[src/rtl/openmips_pkg.sv]
// openmips_pkg: memory op encoding, byte-enable constants, word type and alignment helper shared by the MEM stage
package openmips_pkg;
  typedef logic [31:0] word_t;
  typedef enum logic [3:0] {
    MEM_NONE, MEM_LB, MEM_LBU, MEM_LH, MEM_LHU, MEM_LW, MEM_SB, MEM_SH, MEM_SW
  } mem_op_e;
  localparam logic [3:0] BE_B  = 4'b1000;
  localparam logic [3:0] BE_HH = 4'b1100;
  localparam logic [3:0] BE_HL = 4'b0011;
  localparam logic [3:0] BE_W  = 4'b1111;
  function automatic logic misaligned(input mem_op_e op, input logic [1:0] off);
    return (op inside {MEM_LH, MEM_LHU, MEM_SH}) ? off[0] :
           (op inside {MEM_LW, MEM_SW}) ? (off != 2'b00) : 1'b0;
  endfunction
endpackage

[src/rtl/dr_reg.sv]
// dr_reg: W-bit register with synchronous active-low clear (clk, rst_, d -> q)
module dr_reg #(
  parameter int W = 1
) (
  input  logic         clk,
  input  logic         rst_,
  input  logic [W-1:0] d,
  output logic [W-1:0] q
);
  always_ff @(posedge clk) q <= !rst_ ? '0 : d;
endmodule

[src/rtl/mem_access_align.sv]
// mem_align: big-endian store lane steering (op, off, sdata -> be, wdata) and load extraction (rdata -> ldata)
module mem_align
  import openmips_pkg::*;
(
  input  mem_op_e     op,
  input  logic [1:0]  off,
  input  word_t       sdata,
  input  word_t       rdata,
  output logic [3:0]  be,
  output word_t       wdata,
  output word_t       ldata
);
  logic [7:0]  byte_v;
  logic [15:0] half_v;
  always_comb begin
    byte_v = off == 2'd0 ? rdata[31:24] : off == 2'd1 ? rdata[23:16] :
             off == 2'd2 ? rdata[15:8]  : rdata[7:0];
    half_v = off[1] ? rdata[15:0] : rdata[31:16];
    be = (op inside {MEM_LB, MEM_LBU, MEM_SB}) ? BE_B >> off :
         (op inside {MEM_LH, MEM_LHU, MEM_SH}) ? (off[1] ? BE_HL : BE_HH) :
         (op inside {MEM_LW, MEM_SW}) ? BE_W : 4'b0000;
    wdata = op == MEM_SB ? {4{sdata[7:0]}} : op == MEM_SH ? {2{sdata[15:0]}} : sdata;
    ldata = op == MEM_LB  ? {{24{byte_v[7]}}, byte_v} :
            op == MEM_LBU ? {24'd0, byte_v} :
            op == MEM_LH  ? {{16{half_v[15]}}, half_v} :
            op == MEM_LHU ? {16'd0, half_v} : rdata;
  end
endmodule

[src/rtl/mem_access.sv]
// mem_access: openMIPS MEM stage; ex_o_* in, mem_o_* to mem_wb, stallreq upstream, req/ack dbus with misalign/timeout pulses
module mem_access
  import openmips_pkg::*;
#(
  parameter int unsigned BUS_TIMEOUT = 255
) (
  input  logic        clk,
  input  logic        rst_,
  input  logic [4:0]  ex_o_waddr,
  input  logic        ex_o_wreg,
  input  word_t       ex_o_wdata,
  input  logic        ex_o_we_hilo,
  input  word_t       ex_o_wdata_hi,
  input  word_t       ex_o_wdata_lo,
  input  mem_op_e     ex_o_mem_op,
  input  word_t       ex_o_mem_addr,
  input  word_t       ex_o_mem_sdata,
  output logic [4:0]  mem_o_waddr,
  output logic        mem_o_wreg,
  output word_t       mem_o_wdata,
  output logic        mem_o_we_hilo,
  output word_t       mem_o_wdata_hi,
  output word_t       mem_o_wdata_lo,
  output logic        mem_o_misalign,
  output logic        mem_o_buserr,
  output logic        stallreq,
  output logic        dbus_req,
  output logic        dbus_we,
  output word_t       dbus_addr,
  output logic [3:0]  dbus_be,
  output word_t       dbus_wdata,
  input  logic        dbus_ack,
  input  word_t       dbus_rdata
);
  typedef enum logic [1:0] {IDLE, BUSY, DONE} state_e;
  typedef struct packed {
    state_e      st;
    logic        req;
    logic        we;
    word_t       addr;
    logic [3:0]  be;
    word_t       wdata;
    word_t       rdata;
    logic        err;
    logic [31:0] timer;
  } regs_t;
  regs_t      r_d, r_q;
  logic [3:0] be;
  word_t      wdata, ldata;
  logic       is_store, is_load;
  dr_reg #(.W($bits(regs_t))) u_regs (.clk(clk), .rst_(rst_), .d(r_d), .q(r_q));
  mem_align u_align (
    .op(ex_o_mem_op), .off(ex_o_mem_addr[1:0]), .sdata(ex_o_mem_sdata),
    .rdata(r_q.rdata), .be(be), .wdata(wdata), .ldata(ldata)
  );
  assign dbus_req   = r_q.req;
  assign dbus_we    = r_q.we;
  assign dbus_addr  = r_q.addr;
  assign dbus_be    = r_q.be;
  assign dbus_wdata = r_q.wdata;
  always_comb begin
    r_d            = r_q;
    is_store       = ex_o_mem_op inside {MEM_SB, MEM_SH, MEM_SW};
    is_load        = ex_o_mem_op inside {MEM_LB, MEM_LBU, MEM_LH, MEM_LHU, MEM_LW};
    mem_o_waddr    = ex_o_waddr;
    mem_o_wreg     = ex_o_wreg;
    mem_o_wdata    = ex_o_wdata;
    mem_o_we_hilo  = ex_o_we_hilo;
    mem_o_wdata_hi = ex_o_wdata_hi;
    mem_o_wdata_lo = ex_o_wdata_lo;
    mem_o_misalign = 1'b0;
    mem_o_buserr   = 1'b0;
    stallreq       = 1'b0;
    case (r_q.st)
      IDLE: if (ex_o_mem_op != MEM_NONE) begin
        mem_o_wreg    = 1'b0;
        mem_o_we_hilo = 1'b0;
        if (misaligned(ex_o_mem_op, ex_o_mem_addr[1:0])) mem_o_misalign = 1'b1;
        else begin
          stallreq  = 1'b1;
          r_d.st    = BUSY;
          r_d.req   = 1'b1;
          r_d.we    = is_store;
          r_d.addr  = {ex_o_mem_addr[31:2], 2'b00};
          r_d.be    = be;
          r_d.wdata = is_store ? wdata : '0;
          r_d.err   = 1'b0;
          r_d.timer = '0;
        end
      end
      BUSY: begin
        stallreq      = 1'b1;
        mem_o_wreg    = 1'b0;
        mem_o_we_hilo = 1'b0;
        r_d.timer     = r_q.timer + 32'd1;
        if (dbus_ack) begin
          r_d.rdata = dbus_rdata;
          r_d.req   = 1'b0;
          r_d.st    = DONE;
        end else if (BUS_TIMEOUT != 0 && r_q.timer == BUS_TIMEOUT - 1) begin
          r_d.req = 1'b0;
          r_d.err = 1'b1;
          r_d.st  = DONE;
        end
      end
      DONE: begin
        r_d.st = IDLE;
        if (r_q.err) begin
          mem_o_wreg   = 1'b0;
          mem_o_buserr = 1'b1;
        end else if (is_load) mem_o_wdata = ldata;
      end
      default: r_d.st = IDLE;
    endcase
  end
endmodule

[config.mk]
export PLATFORM = sky130hd
export DESIGN_NAME = mem_access
export DESIGN_NICKNAME = d
export VERILOG_FILES = /design/src/rtl/openmips_pkg.sv /design/src/rtl/dr_reg.sv /design/src/rtl/mem_access_align.sv /design/src/rtl/mem_access.sv
export SDC_FILE = /design/constraint.sdc
export NUM_CORES = 1
export LEC_CHECK = 0
export ABC_AREA = 1
export CORE_AREA = 10 10 141 143
export DETAILED_ROUTE_END_ITERATION = 6
export DIE_AREA = 0 0 151 153
export DONT_BUFFER_PORTS = 1
export GPL_TIMING_DRIVEN = 0
export PLACE_DENSITY = 0.65
export SLEW_MARGIN = 10
export SYNTH_ARGS = -nofsm -noshare
export SYNTH_HDL_FRONTEND = slang
export SYNTH_SLANG_ARGS = --single-unit
[constraint.sdc]
create_clock -name clk -period 1.7 [get_ports clk]
set_input_delay 0 -clock clk [delete_from_list [all_inputs] [get_ports clk]]
set_output_delay 0 -clock clk [all_outputs]
set_load 0.05 [all_outputs]
==> run_results.csv, run 1 <==
group,metric,value,unit
routing,vias,8905,
synth,avgSynthCellArea,6.55,um2
finish,stdcell_area,0.0111,mm2
global_routing,antenna_found_initial,0,
power,p_leak,0.00451,uW
finish,largest_reg_flops,135,
setup_path,worst-endpoint-arrival,1880,ps
synth,synth_area_leader_cell,"dfxtp_1",
floorplanning,dieArea,0.0231,mm2
sta,rsz0062_at_grt,"true",
synth,synth_warnings,0,
finish,regMostFlops,"u_regs.q",
routing,vias_per_cell,5.46,
clocking,numClockSinks,135,
sta,max_freq,0.533,GHz
sta,period_needed,1880,ps
synth,ys_ff_latch,135,
setup_path,startpoint_type,"register",
routing,drt_iter0_drc,671,
setup_path,cp_max_fo,5,
finish,layout_common_cells,"nand2_1 (275), buf_4 (153), dfxtp_1 (127)",
sta,relSlewSlack,0.515,
floorplanning,coreArea,0.0171,mm2
global_routing,grt_pass1_vias,8739,
sta,setup_slack,-177,ps
power,p_seq_frac,0.330,
synth,synth_top_area_frac,0.331,
run_status,violations,"negative setup slack",
sta,final-hold-violation-count,0,
sta,hold_slack,26.0,ps
clocking,clkLatencyLatePin,440,ps
floorplanning,die_y,153,um
clocking,cts_htree_levels,4,
sta,fin_tns_setup,-3180,ps
floorplanning,initial_core_util,0.478,
global_routing,track_usage,0.259,
clocking,cts_root_buf,"clkbuf_16",
clocking,clk_pin_slew,60,ps
clocking,cts_max_path_buffers,2,
setup_path,cp_data_required_time,1700,ps
placed_design,io_buffers,0,
global_routing,grt_max_degree,17,
placed_design,pre_cts_ws,-553,ps
placed_design,gp_congestion,0.932,
routing,detail-route-antenna-nets,0,
synth,ys_types,30,
synth,synth_area_leaders,"dfxtp_1 (33%), nand2_1 (14%), buf_4 (13%), a21oi_1 (8.5%), o21ai_0 (6.4%)",
sta,maxSlewViolCount,0,
floorplanning,boundaryPins,382,
sta,finalCritPeriodShare,1.10,
power,clockPowerShare,0.371,
finish,fillers,1472,
sta,setup_viol,24,
run_status,status,"finished with violations",
routing,wire_per_inst,19.9,um
sta,worst_slew_pin_slew,728,ps
finish,diodes,0,
flow_run,cap_violations,0,
power,p_sw,3910,uW
sta,finClkSkew,13.7,ps
power,swShare,0.368,
finish,layout_commonest_cell,"nand2_1",
global_routing,overflow,0,
power,peakVddDrop,0.764,mV
synth,ys_seq_area_frac,0.331,
routing,detail_route.wirelength,32500,um
synth,synth_area,0.00816,mm2
floorplanning,fp.dieW,151,um
power,internal_power,6730,uW
finish,drive_gt1_frac,0.239,
power,comb_power_share,0.299,
clocking,cts_tree,"built",
finish,area_delta_synth_final,36.3,%
setup_path,cp-end-kind,"primary output",
clocking,cts_buffers,17,
placed_design,hpwl,23100,um
finish,reg_top3,"u_regs.q (135)",
synth,syn_inst,1246,
routing,drt_pass1_iterations,6,
floorplanning,rows,48,
finish,nets,1600,
routing,drc,0,
hold_path,hold_path.class,"input port to register",
placed_design,place_area,0.00849,mm2
setup_path,criticalPathCategory,"register to primary output",
global_routing,grt_pass1_wl,48100,um
power,p_per_area,958,mW/mm2
stage by stage:
stage	utilization	power (uW)	cells
finish	0.652	10600	1630
global route	0.652	11000	1630
CTS	0.632	10500	1624
detailed placement	0.498	6200	1472
global placement	0.498	6190	1472
floorplan	-	5760	1247
power groups by stage:
stage | clock network, uW | logic [uW] | registers [uW]
3_5_place_dp | 0 | 2630 | 3560
3_3_place_gp | 0 | 2630 | 3560
5_1_grt | 4110 | 3350 | 3530
2_1_floorplan | 0 | 2230 | 3530
4_1_cts | 3990 | 3030 | 3500
6_report | 3950 | 3180 | 3510
repair_timing:
item	4_1_cts	5_1_grt
endpoints found under the hold margin	103	0
pin swaps	35	25
cloned	2	2
resized for setup	112	63
endpoints found under the setup margin	89	110
setup buffers	11	5
hold buffers	108	0
per-layer routing:
layer | global-route usage | share of wire
met2 | 0.448 | 0.51
met5 | 0 | 0
met3 | 0.0688 | 0.085
met1 | 0.296 | 0.37
met4 | 0.0986 | 0.033
Yosys cell counts:
cell and number:
ha_1 2, nor3_1 22, a21oi_4 1, nand2_2 4
nor2_2 3, clkbuf_1 24, nor2_4 2, a31oi_1 4
nand2_1 296, nand3_1 88, o32ai_1 1, dfxtp_1 135
buf_6 9, buf_2 14, a21oi_2 1, buf_1 2
o22ai_1 9, nand3_2 3, nand3_4 1, o21ai_1 19
conb_1 1, nand4_1 2, o21ai_0 105, nor2_1 102
buf_4 145, a21oi_1 139, inv_1 97, a221oi_1 8
inv_2 6, nor3b_1 1
worst max-delay path, cell delays in order (launching register included):
cell and delay, ps:
dfxtp_2 320, inv_2 60, o21ai_2 120, inv_2 70, a21oi_4 230, buf_6 180, nand2_4 60, a21oi_4 390
path summary, 6_finish.rpt:
path	cells after the start	slack [ps]	to	from
worst max register to register	8	70	u_regs.q[27]$_SDFFE_PN0P_	u_regs.q[7]$_SDFFE_PN0P_
worst min-delay path	5	30	u_regs.q[88]$_SDFFE_PN0P_	ex_o_mem_op[3]
worst min register to register	2	440	u_regs.q[79]$_SDFFE_PN0P_	u_regs.q[79]$_SDFFE_PN0P_
worst max-delay path	7	-180	mem_o_wdata[25]	u_regs.q[64]$_SDFFE_PN0P_
final cells by class:
type | count | area (um2) | area share
Multi-Input combinational cell | 815 | 4380 | 0.394
Sequential cell | 135 | 2720 | 0.244
Buffer | 194 | 1430 | 0.128
Timing Repair Buffer | 126 | 1290 | 0.116
Clock buffer | 18 | 439 | 0.0395
Inverter | 103 | 402 | 0.0361
Tap cell | 225 | 282 | 0.0253
Clock inverter | 14 | 184 | 0.0165
logic make-up after synthesis:
family          synth area share
buf+inv                    0.214
other cells             0.000460
compound gates             0.184
flops                      0.331
fa+ha+maj                0.00307
simple gates               0.267
No activity file was read; power rests on OpenSTA's default activity.
==> run 2: changes to the inputs <==
Settings changed: CORE_AREA 10 10 141 143 to default, CORE_ASPECT_RATIO from default to 0.7, CORE_MARGIN from default to 10, CORE_UTILIZATION from default to 59, DIE_AREA 0 0 151 153 to default, PLACE_DENSITY 0.65 to 0.78, SYNTH_HIERARCHICAL from default to 1.
==> run_results.csv, run 2 <==
group,metric,value,unit
setup_path,worst-endpoint-arrival,2110,ps
synth,synth_top_area_frac,0.292,
clocking,cts_buffers,17,
global_routing,overflow,0,
finish,instances_no_fill,1903,
synth,synth_warnings,6,
synth,synthFlopType,"dfxtp_1",
synth,ys_ff_latch,137,
sta,fin_tns_setup,-8310,ps
synth,syn_nets,1748,
setup_path,reg2reg_slack,0,ps
floorplanning,coreArea,0.0155,mm2
flow_run,cap_violations,0,
power,comb_power_share,0.270,
sta,finalCritPeriodShare,1.24,
global_routing,grt_pass1_vias,10693,
clocking,cts_htree_levels,4,
finish,layout_commonest_cell,"nand2_1",
global_routing,track_usage,0.367,
routing,detail_route.wirelength,43100,um
clocking,cts_tree,"built",
synth,ys_types,39,
placed_design,gp_congestion,0.983,
routing,drc,180,
setup_path,startpoint_type,"register",
sta,setup_viol,35,
sta,max_freq,0.475,GHz
sta,rsz0062_at_grt,"true",
synth,ys_seq_area_frac,0.292,
hold_path,hold_path.class,"input port to register",
synth,synth_edf_count,0,
synth,avgSynthCellArea,6.11,um2
setup_path,worstSetupStartpoint,"u_regs/q[64]$_SDFF_PN0_",
setup_path,r2r_cells,12,
setup_path,crit_end,"mem_o_wdata[15]",
synth,syn_inst,1540,
sta,finClkSkew,9.18,ps
setup_path,cp_data_required_time,1700,ps
routing,vias_per_cell,5.83,
clocking,clk_pin_slew,60,ps
clocking,clkLatencyLatePin,430,ps
floorplanning,rows,38,
placed_design,dp.cells,1740,
sta,relSlewSlack,0.464,
floorplanning,initial_core_util,0.605,
setup_path,cp_max_fo,2,
setup_path,rr_startpoint,"u_regs/q[136]$_SDFF_PN0_",
power,clockPowerShare,0.344,
global_routing,antenna_found_initial,1,
setup_path,reg2reg_to,"u_regs/q[25]$_SDFF_PN0_",
sta,maxSlewViolCount,0,
synth,synth_area,0.00941,mm2
setup_path,cp-end-kind,"primary output",
placed_design,hpwl,27600,um
sta,period_needed,2110,ps
sta,setup_slack,-406,ps
power,p_leak,0.00671,uW
finish,utilization,0.798,
floorplanning,fp.dieW,171,um
run_status,violations,"design-rule violations, negative setup slack",
run_status,status,"finished with violations",
sta,final-hold-violation-count,0,
routing,vias,11089,
synth,synth.most_common_cell,"nand2_1",
finish,drive_gt1_frac,0.238,
synth,synth_area_leader_cell,"dfxtp_1",
routing,drt_iter0_drc,1841,
clocking,cts_max_path_buffers,2,
floorplanning,dieArea,0.0215,mm2
finish,reg_top3,"u_regs/q (137)",
placed_design,io_buffers,0,
floorplanning,die_y,126,um
synth,synthTopCellsByCount,"nand2_1 (625), inv_1 (248), dfxtp_1 (137)",
clocking,numClockSinks,137,
global_routing,grt_pass1_wl,61900,um
power,peakVddDrop,1.04,mV
finish,multi_input_area,0.00533,mm2
finish,seq_area,0.00277,mm2
finish,largest_reg_flops,137,
sta,worst_slew_pin_slew,801,ps
routing,detail-route-antenna-nets,0,
floorplanning,boundaryPins,382,
finish,layout_common_cells,"nand2_1 (612), inv_1 (225), dfxtp_1 (121)",
finish,fillers,1035,
clocking,cts_root_buf,"clkbuf_16",
power,internal_power,6240,uW
setup_path,criticalPathCategory,"register to primary output",
routing,wire_per_inst,22.7,um
synth,async_flop_share,0,
power,p_per_area,822,mW/mm2
sta,hold_slack,32.8,ps
synth,synth_area_leaders,"dfxtp_1 (29%), nand2_1 (25%), inv_1 (9.9%), buf_4 (6.5%), nand3_1 (4.5%)",
finish,regMostFlops,"u_regs/q",
finish,diodes,0,
finish,nets,1898,
power,p_sw,3960,uW
power,p_seq_frac,0.386,
finish,area_delta_synth_final,32.0,%
routing,drt_pass1_iterations,7,
power,swShare,0.388,
global_routing,grt_max_degree,17,
## run 2: cell count changes after synthesis, sizes merged, moves of 12 or more
cell    change
a21oi     -116
buf        -42
clkbuf     -17
inv       +157
mux2       +32
nand2     +334
nand3b     +14
nor2       -12
nor3       -14
o21ai      -41
## run 2: kinds of logic after synthesis
kind of cell,after synthesis,share of synthesized area
simple gates,853,0.379
buf+inv,395,0.211
flops,137,0.292
compound gates,121,0.0774
mux,32,0.0383
fa+ha+maj,2,0.00266
## run 2: critical path, cell delays in order (launching register included)
cell      delay, ps
dfxtp_2         370
or2_1           140
o21ai_2          80
buf_4           150
nand2_2          60
o211ai_1        260
nand2_4         200
inv_4            60
o21ai_4         350
## run 2: layout make-up
cell class	count	area share
tap	200	0.0202
timing repair buffer	132	0.112
multi-input combinational	1008	0.429
clock inverter	14	0.00927
sequential	137	0.223
clock buffer	18	0.0354
buffer	134	0.0900
inverter	260	0.0806
## run 2: per-layer routing
layer	share of wire	routed length (um)	global-route usage
met1	0.35	15000	0.416
met2	0.44	18900	0.574
met3	0.15	6630	0.175
met4	0.059	2540	0.172
met5	0.00030	13	0
## run 2: repair_timing
item	4_1_cts	5_1_grt
gates cloned	7	0
hold buffers	100	0
endpoints found under the setup margin	46	123
pin swaps	35	27
hold endpoints to repair	113	0
gates resized for setup	149	78
setup buffers	14	11
## run 2: metrics by stage
step / setup slack, ps / cell area, um2 / total power [uW]
after global routing: -395 / 12400 / 10500
after floorplan: -286 / 9410 / 5590
after global placement: -856 / 9660 / 5990
after CTS: -205 / 12100 / 9940
final: -406 / 12400 / 10200
after detailed placement: -413 / 9670 / 6030
## run 2: how the worst min path moves through the flow
stage / slack, ps / endpoint / startpoint / cells past startpoint
3_3_place_gp: 170 / mem_o_wdata_lo[14] / ex_o_wdata_lo[14] / 1
2_1_floorplan: 170 / mem_o_waddr[0] / ex_o_waddr[0] / 1
5_1_grt: 50 / u_regs/q[33]$_SDFF_PN0_ / dbus_ack / 4
3_5_place_dp: 170 / mem_o_wdata_hi[7] / ex_o_wdata_hi[7] / 1
6_report: 30 / u_regs/q[33]$_SDFF_PN0_ / dbus_ack / 4
4_1_cts: 10 / u_regs/q[91]$_SDFF_PN0_ / ex_o_mem_sdata[26] / 8
## run 2: power groups by stage
stage	Sequential, uW	Combinational [uW]	Clock (uW)
after CTS	3910	2530	3510
final	3940	2760	3510
after global placement	3970	2020	0
after floorplan	3890	1700	0
after detailed placement	3980	2050	0
after global routing	3950	2880	3680
==> run 3: changes to the inputs <==
Clock period 1.7 ns to 1.73 ns, I/O delays scaled along.
==> run_results.csv, run 3 (synthesis gave the netlist of run 2 again) <==
group,metric,value,unit
finish,area_delta_synth_final,31.6,%
hold_path,hold_path.class,"input port to register",
placed_design,io_buffers,0,
setup_path,cp_max_fo,5,
clocking,cts_max_path_buffers,2,
sta,finClkSkew,7.99,ps
finish,largest_reg_flops,137,
sta,final-hold-violation-count,0,
global_routing,antenna_found_initial,1,
setup_path,reg2reg_slack,60,ps
setup_path,rr_startpoint,"u_regs/q[136]$_SDFF_PN0_",
sta,max_freq,0.495,GHz
finish,instances_no_fill,1900,
sta,relSlewSlack,0.466,
sta,finalCritPeriodShare,1.17,
finish,nets,1895,
placed_design,place_area,0.00967,mm2
sta,worst_slew_pin_slew,798,ps
finish,layout_common_cells,"nand2_1 (612), inv_1 (225), dfxtp_1 (123)",
routing,highest_layer,"met5",
routing,wire_per_inst,22.3,um
setup_path,worstSetupStartpoint,"u_regs/q[64]$_SDFF_PN0_",
power,p_per_area,809,mW/mm2
global_routing,overflow,0,
clocking,cts_root_buf,"clkbuf_16",
power,peakVddDrop,1.02,mV
setup_path,worst-endpoint-arrival,2020,ps
power,p_leak,0.00670,uW
clocking,clkLatencyLatePin,430,ps
run_status,status,"finished with violations",
finish,diodes,0,
routing,drt_pass1_iterations,7,
floorplanning,boundaryPins,382,
global_routing,grt_max_degree,17,
sta,rsz0062_at_grt,"true",
routing,drt_iter0_drc,1726,
routing,met1_length,15000,um
floorplanning,die_y,126,um
floorplanning,fp.dieW,171,um
placed_design,hpwl,27600,um
clocking,cts_tree,"built",
routing,drc,29,
routing,detail_route.wirelength,42300,um
setup_path,criticalPathCategory,"register to primary output",
placed_design,dp.cells,1740,
sta,hold_slack,26.5,ps
setup_path,cp_data_required_time,1730,ps
routing,wl_met3,6280,um
routing,wl_met2,18600,um
finish,stdcell_area,0.0124,mm2
global_routing,grt_pass1_vias,10690,
floorplanning,rows,38,
floorplanning,initial_core_util,0.605,
clocking,clk_pin_slew,60,ps
finish,fillers,1028,
finish,drive_gt1_frac,0.235,
hold_path,worstHoldStart,"dbus_ack",
routing,vias_per_cell,5.80,
setup_path,cp-end-kind,"primary output",
clocking,cts_htree_levels,4,
finish,utilization,0.796,
sta,maxSlewViolCount,0,
routing,detail-route-antenna-nets,0,
flow_run,cap_violations,0,
sta,period_needed,2020,ps
setup_path,startpoint_type,"register",
finish,reg_top3,"u_regs/q (137)",
finish,regMostFlops,"u_regs/q",
routing,vias,11011,
sta,setup_slack,-290,ps
global_routing,track_usage,0.367,
floorplanning,dieArea,0.0215,mm2
floorplanning,coreArea,0.0155,mm2
global_routing,grt_pass1_wl,61900,um
sta,setup_viol,34,
clocking,numClockSinks,137,
clocking,cts_buffers,17,
placed_design,pre_cts_ws,-383,ps
run_status,violations,"design-rule violations, negative setup slack",
finish,layout_commonest_cell,"nand2_1",
placed_design,gp_congestion,0.983,
## run 3: repair_timing
item | CTS | global route
gates cloned | 7 | 0
pin swaps | 34 | 25
endpoints found under the hold margin | 113 | 0
setup endpoints to repair | 44 | 93
hold buffers | 100 | 0
resized for setup | 149 | 74
setup buffers | 14 | 8
## run 3: cell type report
cell class	instances	area (um2)	share of cell area
multi-input combinational	1008	5320	0.430
inverter	260	1000	0.0809
timing repair buffer	129	1370	0.111
clock buffer	18	439	0.0355
tap	200	250	0.0202
clock inverter	14	115	0.00930
buffer	134	1120	0.0903
sequential	137	2770	0.223
## run 3: report_power, final
group	internal [uW]	switching, uW
clock network	1900	1550
registers	3310	562
logic	925	1770
## run 3: final timing paths
check	end	depth (start not counted)
max	mem_o_wdata[27]	8
max reg2reg	u_regs/q[25]$_SDFF_PN0_	12
min	u_regs/q[33]$_SDFF_PN0_	4
min reg2reg	u_regs/q[25]$_SDFF_PN0_	4
## run 3: per-stage QoR
step	power [uW]	setup TNS, ps
finish	10000	-6540
global route	10300	-8250
CTS	9770	-4210
detailed placement	5920	-8760
global placement	5890	-14700
floorplan	5490	-4340
## run 3: worst max-delay path, cell delays in order (launching register included)
cell and delay [ps]:
dfxtp_2 370, or2_1 130, o21ai_2 70, nand2_1 130, nand2_4 120, buf_8 170
o21ai_2 140, inv_2 80, o21ai_4 380
## run 3: layer usage
metal	track usage	up-vias
li1	-	4882
met2	0.574	961
met1	0.416	4915
met4	0.172	2
met3	0.175	251
met5	0	-
